`src/rtl/imem_dmem_arbiter.sv`:
```
// Shares one single-port, fixed-latency SRAM between instruction fetch and the data stage.
// Optional single-entry fetch buffer when ARB_FETCH_BUF_EN is defined.
module imem_dmem_arbiter #(
  parameter int ADDR_W      = 32,
  parameter int DATA_W      = 32,
  parameter int WAIT_CYCLES = 2
) (
  input  logic              clk,
  input  logic              rst,
  input  logic              if_req,
  input  logic [ADDR_W-1:0] if_addr,
  output logic [DATA_W-1:0] if_rdata,
  output logic              if_ready,
  output logic              if_freeze,
  input  logic              mem_req,
  input  logic              mem_we,
  input  logic [ADDR_W-1:0] mem_addr,
  input  logic [DATA_W-1:0] mem_wdata,
  output logic [DATA_W-1:0] mem_rdata,
  output logic              mem_ready,
  output logic              mem_stall,
  output logic              sram_en,
  output logic              sram_we,
  output logic [ADDR_W-1:0] sram_addr,
  output logic [DATA_W-1:0] sram_wdata,
  input  logic [DATA_W-1:0] sram_rdata,
  output logic [0:0]        dbg_state
);

  localparam logic [0:0] S_IDLE   = 1'b0;
  localparam logic [0:0] S_ACCESS = 1'b1;
  localparam logic [3:0] WAIT_INIT = 4'(WAIT_CYCLES);

  // Handshake: each requester holds req high until its one-cycle ready pulse;
  // the arbiter samples address/we/wdata only at grant and keeps them stable
  // on the SRAM side for the whole access.

  logic [0:0]        state_q, state_d;
  logic [3:0]        cnt_q, cnt_d;
  logic              owner_q, owner_d;   // 1 = MEM, 0 = IF
  logic [ADDR_W-1:0] addr_q, addr_d;
  logic              we_q, we_d;
  logic [DATA_W-1:0] wdata_q, wdata_d;
  logic [DATA_W-1:0] if_rdata_q, mem_rdata_q;

  logic access_done, if_done, mem_done;
  logic grant_mem, grant_if;
  logic fetch_hit, hit_q;

  assign access_done = (state_q == S_ACCESS) && (cnt_q == 4'd0);
  assign if_done     = access_done && !owner_q;
  assign mem_done    = access_done && owner_q;
  assign grant_mem   = (state_q == S_IDLE) && mem_req;
  assign grant_if    = (state_q == S_IDLE) && !mem_req && if_req && !hit_q && !fetch_hit;

`ifdef ARB_FETCH_BUF_EN
  logic              buf_valid_q;
  logic [ADDR_W-1:0] buf_addr_q;
  logic [DATA_W-1:0] buf_data_q;

  // hit_q blocks a second hit/grant in the cycle the buffered ready is returned
  assign fetch_hit = (state_q == S_IDLE) && !mem_req && if_req && !hit_q &&
                     buf_valid_q && (buf_addr_q == if_addr);

  always_ff @(posedge clk or negedge rst) begin
    if (!rst) begin
      buf_valid_q <= 1'b0;
      buf_addr_q  <= '0;
      buf_data_q  <= '0;
      hit_q       <= 1'b0;
    end else begin
      hit_q <= fetch_hit;
      if (if_done) begin
        buf_valid_q <= 1'b1;
        buf_addr_q  <= addr_q;
        buf_data_q  <= sram_rdata;
      end else if (grant_mem && mem_we && (mem_addr == buf_addr_q)) begin
        buf_valid_q <= 1'b0;
      end
    end
  end
`else
  assign fetch_hit = 1'b0;
  assign hit_q     = 1'b0;
`endif

  always_comb begin
    state_d = state_q;
    cnt_d   = cnt_q;
    owner_d = owner_q;
    addr_d  = addr_q;
    we_d    = we_q;
    wdata_d = wdata_q;
    case (state_q)
      S_IDLE: begin
        if (grant_mem) begin
          state_d = S_ACCESS;
          cnt_d   = WAIT_INIT;
          owner_d = 1'b1;
          addr_d  = mem_addr;
          we_d    = mem_we;
          wdata_d = mem_wdata;
        end else if (grant_if) begin
          state_d = S_ACCESS;
          cnt_d   = WAIT_INIT;
          owner_d = 1'b0;
          addr_d  = if_addr;
          we_d    = 1'b0;
          wdata_d = '0;
        end
      end
      S_ACCESS: begin
        if (cnt_q != 4'd0) cnt_d = cnt_q - 4'd1;
        else               state_d = S_IDLE;
      end
      default: state_d = S_IDLE;
    endcase
  end

  always_ff @(posedge clk or negedge rst) begin
    if (!rst) begin
      state_q     <= S_IDLE;
      cnt_q       <= 4'd0;
      owner_q     <= 1'b0;
      addr_q      <= '0;
      we_q        <= 1'b0;
      wdata_q     <= '0;
      if_rdata_q  <= '0;
      mem_rdata_q <= '0;
    end else begin
      state_q <= state_d;
      cnt_q   <= cnt_d;
      owner_q <= owner_d;
      addr_q  <= addr_d;
      we_q    <= we_d;
      wdata_q <= wdata_d;
      if (if_done) if_rdata_q <= sram_rdata;
`ifdef ARB_FETCH_BUF_EN
      else if (fetch_hit) if_rdata_q <= buf_data_q;
`endif
      if (mem_done && !we_q) mem_rdata_q <= sram_rdata;
    end
  end

  // Read data is forwarded combinationally in the completion cycle, then held.
  assign if_ready   = if_done || hit_q;
  assign if_rdata   = if_done ? sram_rdata : if_rdata_q;
  assign mem_ready  = mem_done;
  assign mem_rdata  = (mem_done && !we_q) ? sram_rdata : mem_rdata_q;
  assign if_freeze  = rst && if_req && !if_ready;
  assign mem_stall  = rst && mem_req && !mem_ready;
  assign sram_en    = (state_q == S_ACCESS);
  assign sram_we    = sram_en && we_q;
  assign sram_addr  = addr_q;
  assign sram_wdata = wdata_q;
  assign dbg_state  = state_q;

endmodule

```
`config.mk`:
```
export PLATFORM = sky130hd
export DESIGN_NAME = imem_dmem_arbiter
export DESIGN_NICKNAME = d
export VERILOG_FILES = /design/src/rtl/imem_dmem_arbiter.sv
export SDC_FILE = /design/constraint.sdc
export NUM_CORES = 1
export LEC_CHECK = 0
export CORE_MARGIN = 10
export CORE_UTILIZATION = 44
export DETAILED_ROUTE_END_ITERATION = 12
export PLACE_DENSITY = 0.94
export SLEW_MARGIN = 25
export SYNTH_ARGS = -nofsm -noshare
export SYNTH_HDL_FRONTEND = slang
export SYNTH_SLANG_ARGS = --single-unit
```
`constraint.sdc`:
```
create_clock -name clk -period 6.54 [get_ports clk]
set_clock_uncertainty 0.05 [all_clocks]
set_input_delay 1.962 -clock clk [delete_from_list [all_inputs] [get_ports clk]]
set_output_delay 1.962 -clock clk [all_outputs]
set_load 0.05 [all_outputs]
```
* Word level (Yosys, flattened, before mapping)
Cells that the tools add are included.
** Cells by class
- Add/sub/neg operators :: 1
- Eq/ne operators :: 2
- Bitwise gates (word level) :: 1
- Reductions and logical operators :: 22
- Multiplexer cells :: 17
** Operators with widths (number)
- 32-bit 2-to-1 mux :: 6
- 1-bit logical AND :: 12
- 4-bit 2-to-1 mux :: 3
- 4-bit one-hot mux with 2 select lines :: 1
- 1-bit 2-to-1 mux :: 6
- 1-bit logical NOT :: 5
- 4-bit logical NOT :: 1
- 2-bit AND reduction :: 2
- 4-bit nonzero test :: 1
- 4-bit by 1-bit subtractor with 4-bit output, second input constant :: 1
- 3-bit inequality test, second input constant :: 1
- 2-bit by 1-bit inequality test with 1-bit output, second input constant :: 1
- 1-bit one-hot mux with 2 select lines :: 1
- 2-bit nonzero test :: 1
- 1-bit inverter :: 1
** Word-level totals
- Input port bits :: 133
- Flip-flop bits (word level) :: 135
- Word-level logic and storage cells :: 51

* Longest topological paths before layout
Gate-level depths: netlist (run 1).
- Depth in word-level cells :: 6
- Mapped depth :: 7
- Depth with buffers taken out :: 5

* Least setup slack after synthesis (run 1)
OpenSTA, ideal clock, no wires.
- Path kind :: input to output
- Start point :: input mem_req
- End point :: output mem_stall
- Data arrival time :: 2.812 ns
- Required time :: 4.528 ns
- Path buffers :: 1
- Stages on the path :: 3
- Slack :: 1.716 ns
- Path through :: buf_2 -> nand2_1 -> nor2_1
** On the way
- Word-level cells in the longest chain between the ends :: 2
** Ends and longest elaborated chain
- from (decl) :: RTL line 15 : input logic mem_req,
- 1-bit logical AND (2 in series) :: RTL line 151 : assign mem_stall = rst && mem_req && !mem_ready;
- to (decl) :: RTL line 21 : output logic mem_stall,
Every way passes these cells.

* Worst setup path in the final report (run 1)
Same ends and word-level chain as after synthesis.

==> metrics.txt, run 1 <==
number of global-route vias before repair 4,740; FP Rows 40; Final Cycle Share 87.0%; Port Buf Inserts 267; largest area contributor in the netlist dfrtp_1; Syn Nets about 520; post-cts resize count 0; Die W 132 µm; Setup crit end kind primary output; share of the synthesized area in the top cell type around three fifths; Syn. warnings 0; Initial Utilization 45.3%; initial antenna violation count 1; most frequent cell after synthesis dfrtp_1; Setup-failing EPs final 0; Root Driver clkbuf_16; # H-tree levels 4; Worst Path Class, Setup in -> out; outcome completed; top cells by count, synth dfrtp_1, mux2_2, nand2_1; gpl congestion roughly 0.78; Post-synth EDFFs 0; startpoint type of the worst setup path primary input; Worst-Margin Slew 0.894 ns; largest net degree at the start of global routing 74; Vert. Die Dim 132 µm; HP Class reg -> reg; post-DP HPWL 13.5 mm; clk slew on worst S/H paths about 0.050 ns; Synth Flop Type dfrtp_1; sequential area share after synthesis 61.3%; Synth Cell Area 5510 µm²; worst reg-to-reg path cell count 4; max_cap viols 0; Max Buffers Root-to-Sink 2; crit path time final about 5.7 ns; Worst Hold End sram_addr[14]; number of synthesized register bits about 140; detailed-route vias per instance slightly above 5; first-pass GRT wire length about 28 mm; post-synthesis cell type count 32; Core Box Area 12,200 µm²; # fillers 798; post-CTS setup buffers 0; clk_lat worst skew 0.41 ns; Reg2Reg Launch Point dbg_state; hold_buf cts 0; hold path depth 2; area occupied by registers 3380 µm²; leak pwr 3.77 nW; Pre-antenna DRT Iters 4; drt initial violations 197; Post-DRT Antenna Nets 0; drt drc 0; # IOs 268; ant diodes 0; Data required, critical path 4.53 ns; Synth area leaders dfrtp_1, mux2_4, mux2_2; final hold vios 0; Nets 786; Max Clk Rate 176 MHz; grt total ovfl 0; total die area 17,400 µm²; Mapped Cells approximately 390; Num CTS Buffers 17; CTS tree built; reg2reg end if_rdata_q[0]; total number of vias around 4,200; multi-input combinational cell area 1930 µm²; power per cell area ~660 nW/µm²; Hold Startpoint sram_addr[14]; RSZ-0062 raised after global routing no; syn avg cell area around 14 µm²; layout cells sized above 1 16.1%; GRT Total Usage 20.6%; CP max FO 8; Wirelength per Cell 21.4 µm; Slew HR 40.4%; setup TNS 0 ns; DRT Wirelength 17.8 mm; Area Growth Syn to Fin 60.2%; fin. max-slew vios 0; R2R setup slack 4.10 ns; Pwr Total 5.83 mW; Synth async-reset ratio 100%; CP arrival 3.68 ns; peak supply drop between 0.4 and 0.5 mV; CTS sink cnt 135
## power by group
part / internal [mW] / total [mW] / switching (mW) / leakage [nW]
Sequential: 1.25 / 1.45 / 0.207 / 1.65
Clock: 0.557 / 0.892 / 0.335 / 0.271
Combinational: 1.24 / 3.48 / 2.25 / 1.85
Total: 3.04 / 5.83 / 2.79 / 3.77
## logic make-up (layout without fill, tap and decap cells)
| group | count (synthesis) | after routing | share of synthesized area, % |
|---|---|---|---|
| buffers and inverters | 29 | 306 | 3.86 |
| multiplexers | 95 | 95 | 20.6 |
| AND/OR/NAND/NOR | 54 | 54 | 4.75 |
| flip-flops | 135 | 135 | 61.3 |
| AO/OA/AOI/OAI | 73 | 73 | 9.22 |
| adder cells (fa/ha/maj) | 1 | 1 | 0.227 |
## sequential cells by signal, indices dropped and copies added, names as in the netlist
name	count
dbg_state	1
sram_addr	32
if_rdata_q	32
cnt_q	4
mem_rdata_q	32
we_q	1
sram_wdata	32
owner_q	1
## cell usage in the layout, fill, tap and decap left out, drive strengths merged, types with 2 or more instances in the layout
cell           count
a22o              33
mux2i             30
nand3              3
and2               2
inv                2
clkinvlp           3
nand2             37
o21ai             33
mux2              65
nor2               2
nand2b             2
dfrtp            135
clkinv             4
a22oi              3
clkbuf            23
clkdlybuf4s50    266
buf                7
nor2b              3
## stage by stage
stage / worst slack, ns / utilization (%) / cell area [µm²] / hold slack, ns / std cells
floorplan: 1.72 / - / 5510 / 0.409 / 387
global placement: 0.919 / 67.8 / 8240 / 0.411 / 800
detailed placement: 0.858 / 67.8 / 8240 / 0.420 / 800
CTS: 0.845 / 72.4 / 8800 / 0.433 / 831
global route: 0.785 / 72.6 / 8830 / 0.448 / 832
finish: 0.851 / 72.6 / 8830 / 0.433 / 832
## cell type report
class | count | share of cell area, %
flip-flops and latches | 135 | 38.3
clock inverters | 8 | 0.822
inverters | 2 | 0.0850
clock buffers | 23 | 5.53
well taps | 168 | 2.38
multi-input cells | 223 | 21.9
repair buffers | 273 | 31.0
## how the worst max path moves through the flow
stage / from / end / slack, ns
after floorplan: mem_req / mem_stall / 1.72
after global placement: mem_req / mem_stall / 0.92
after detailed placement: mem_req / mem_stall / 0.86
after CTS: mem_req / mem_stall / 0.84
after global routing: mem_req / mem_stall / 0.79
final: mem_req / mem_stall / 0.85
## per-layer routing
layer	global-route usage (%)	vias up	share of wire, %
li1	-	1910	-
met1	22.1	2060	38
met2	34.2	196	50
met3	10.7	21	10
met5	0	-	0.073
met4	6.80	2	1.5
## critical path, stage by stage
cell and delay (ns):
clkdlybuf4s50_1 0.67, nand2_1 0.11, nor2_1 0.12, clkdlybuf4s50_1 0.82
(Power assumes the default switching activity.)
==> run 2: changes to the inputs <==
CELL_PAD_IN_SITES_DETAIL_PLACEMENT = 0   (was unset)
CELL_PAD_IN_SITES_GLOBAL_PLACEMENT = 1   (was unset)
CORE_UTILIZATION = 34   (was 44)
==> run 2 against run 1 <==
  * Cell count increased by 5.6%
  * Count of clock-buffer cells in the layout unchanged
  * Register-to-register slack barely moved
  * Cell area up 0.58%
  * Total power shrank 0.37%
  * First-iteration DRC count decreased by 55%
  * Non-clock buffer count down 1
  * Critical path type unchanged
  * Maximum frequency up 0.24%
  * Clock power increased by 3.7%
  * Critical path depth stayed put
  * Combinational power shrank 1%
==> metrics.txt, run 2 (synthesis gave the netlist of run 1 again) <==
crit path time final 5.68 ns (-0.0134 ns); detailed-route vias per instance 4.67 (-7.3%); CP arrival 3.66 ns (-0.02 ns); layout cells sized above 1 15.8% (-0.28 points); fin worst setup slack 0.864 ns (+0.0134 ns); final hold vios 0 (unchanged); CP max stage cell clkdlybuf4s50_1; Worst-Margin Slew 0.916 ns (+0.0212 ns); Die W 147 µm (+12%); # H-tree levels 4 (unchanged); leak pwr 3.76 nW (-0.21%); multi-input combinational cell area 1930 µm² (unchanged); peak supply drop 0.308 mV (-32%); clk_lat worst skew 0.40 ns (about the same); Area Growth Syn to Fin 61.2%; HP Class reg -> reg; Root Driver clkbuf_16; DP Worst Slack 0.867 ns (+0.00899 ns); area occupied by registers 3380 µm² (unchanged); startpoint type of the worst setup path primary input; post-DP HPWL 13.1 mm (-3.1%); ant diodes 0 (unchanged); Setup-failing EPs final 0 (unchanged); Num CTS Buffers 17 (unchanged); CP max FO 8 (unchanged); drt initial violations 89 (-55%); Wirelength per Cell 19.5 µm (-8.8%); Nets 785 (-0.13%); FP Rows 46 (+15%); initial antenna violation count 0 (-1); total die area 21,700 µm² (+25%); Vert. Die Dim 147 µm (+12%); Post-DRT Antenna Nets 0 (unchanged); Pwr Total 5.81 mW (-0.37%); total number of vias 4,102 (-2.1%); CTS tree built; Critical Path Most Common Cell clkdlybuf4s50_1; CTS sink cnt 135 (unchanged); CP peak stage delay 0.82 ns (about the same); gpl congestion 0.774 (-0.50%); setup TNS 0 ns (unchanged); most common cell after layout, fill and taps aside clkdlybuf4s50_1; Port Buf Inserts 267 (unchanged); Core Box Area 15,900 µm² (+31%); Pre-antenna DRT Iters 4 (unchanged); # fillers 1,307 (+64%); Data required, critical path 4.53 ns (about the same); power per cell area 654 nW/µm² (-0.94%); GRT Total Usage 15.8% (-4.8 points); outcome completed; Max Clk Rate 176 MHz (+0.24%); grt total ovfl 0 (unchanged); Top delay family on crit path buffers and inverters; Initial Utilization 34.7% (-11 points); Setup crit end kind primary output; hold_buf cts 0 (unchanged); Max Buffers Root-to-Sink 2 (unchanged); DRT Wirelength 17.1 mm (-3.7%); Worst Path Buf+Inv 2 (unchanged); number of global-route vias before repair 4,742 (+0.042%); Worst Path Class, Setup in -> out; commonest non-fill, non-tap cells in the layout clkdlybuf4s50_1, dfrtp_1, mux2_2, nand2_1, a22o_1; CP cell instances clkdlybuf4s50_1, nand2_1, nor2_1, clkdlybuf4s50_1; max_cap viols 0 (unchanged); fin. max-slew vios 0 (unchanged); clk slew on worst S/H paths 0.05 ns (about the same); Final Cycle Share 86.8% (-0.20 points); post-CTS setup buffers 0 (unchanged); post-cts resize count 0 (unchanged); RSZ-0062 raised after global routing no; first-pass GRT wire length 27.1 mm (-2.5%); largest net degree at the start of global routing 95 (+28%); Slew HR 38.6% (-1.7 points); drt drc 0 (unchanged); # IOs 268 (unchanged)
-- run 2: cell types whose count changed in the layout (fill, tap and decap cells not counted), sizes merged --
cell	change
clkinv	-1
buf	-1
bufinv	+1
-- run 2: worst paths after layout --
check	from	end	slack, ns	cells after the start
worst max-delay path	mem_req	mem_stall	0.86	4
worst min-delay path	sram_addr[25]	sram_addr[25]	0.43	2
worst max register to register	cnt_q[0]	mem_rdata_q[12]	4.09	5
worst min register to register	sram_addr[25]	sram_addr[25]	0.43	2
max in group asynchronous	rst	sram_addr[15]	4.25	2
min in group asynchronous	rst	sram_addr[29]	1.62	2
-- run 2: layer usage --
layer | GRT usage [%] | vias up | share of wire, %
li1 | - | 1902 | -
met1 | 17.7 | 1991 | 40
met2 | 25.5 | 193 | 48
met3 | 8.72 | 16 | 11
met4 | 4.46 | 0 | 1.1
met5 | 0 | - | 0
-- run 2: layout make-up --
class,instances,share of cell area (%)
Inverter,2,0.0845
Clock inverter,8,1.10
Tap cell,216,3.04
Timing Repair Buffer,272,30.6
Clock buffer,23,5.38
Multi-Input combinational cell,223,21.8
Sequential cell,135,38.0
-- run 2: report_power, final --
| part | leakage, nW | internal [mW] | total, mW | switching (mW) |
|---|---|---|---|---|
| Clock | 0.275 | 0.587 | 0.925 | 0.338 |
| Sequential | 1.65 | 1.25 | 1.44 | 0.191 |
| Combinational | 1.84 | 1.22 | 3.44 | 2.22 |
| Total | 3.76 | 3.06 | 5.81 | 2.75 |
-- run 2: tightest hold or removal path, stage by stage (launching register included) --
cell     delay, ns
dfrtp_1       0.34
nand2_1       0.04
o21ai_0       0.06
-- run 2: per-stage QoR --
step | util [%] | area (µm²) | hold WS [ns] | cells
detailed placement | 52.3 | 8300 | 0.420 | 848
CTS | 55.9 | 8880 | 0.433 | 879
finish | 55.9 | 8880 | 0.429 | 879
global route | 55.9 | 8880 | 0.453 | 879
global placement | 52.3 | 8300 | 0.411 | 848
floorplan | - | 5510 | 0.409 | 387
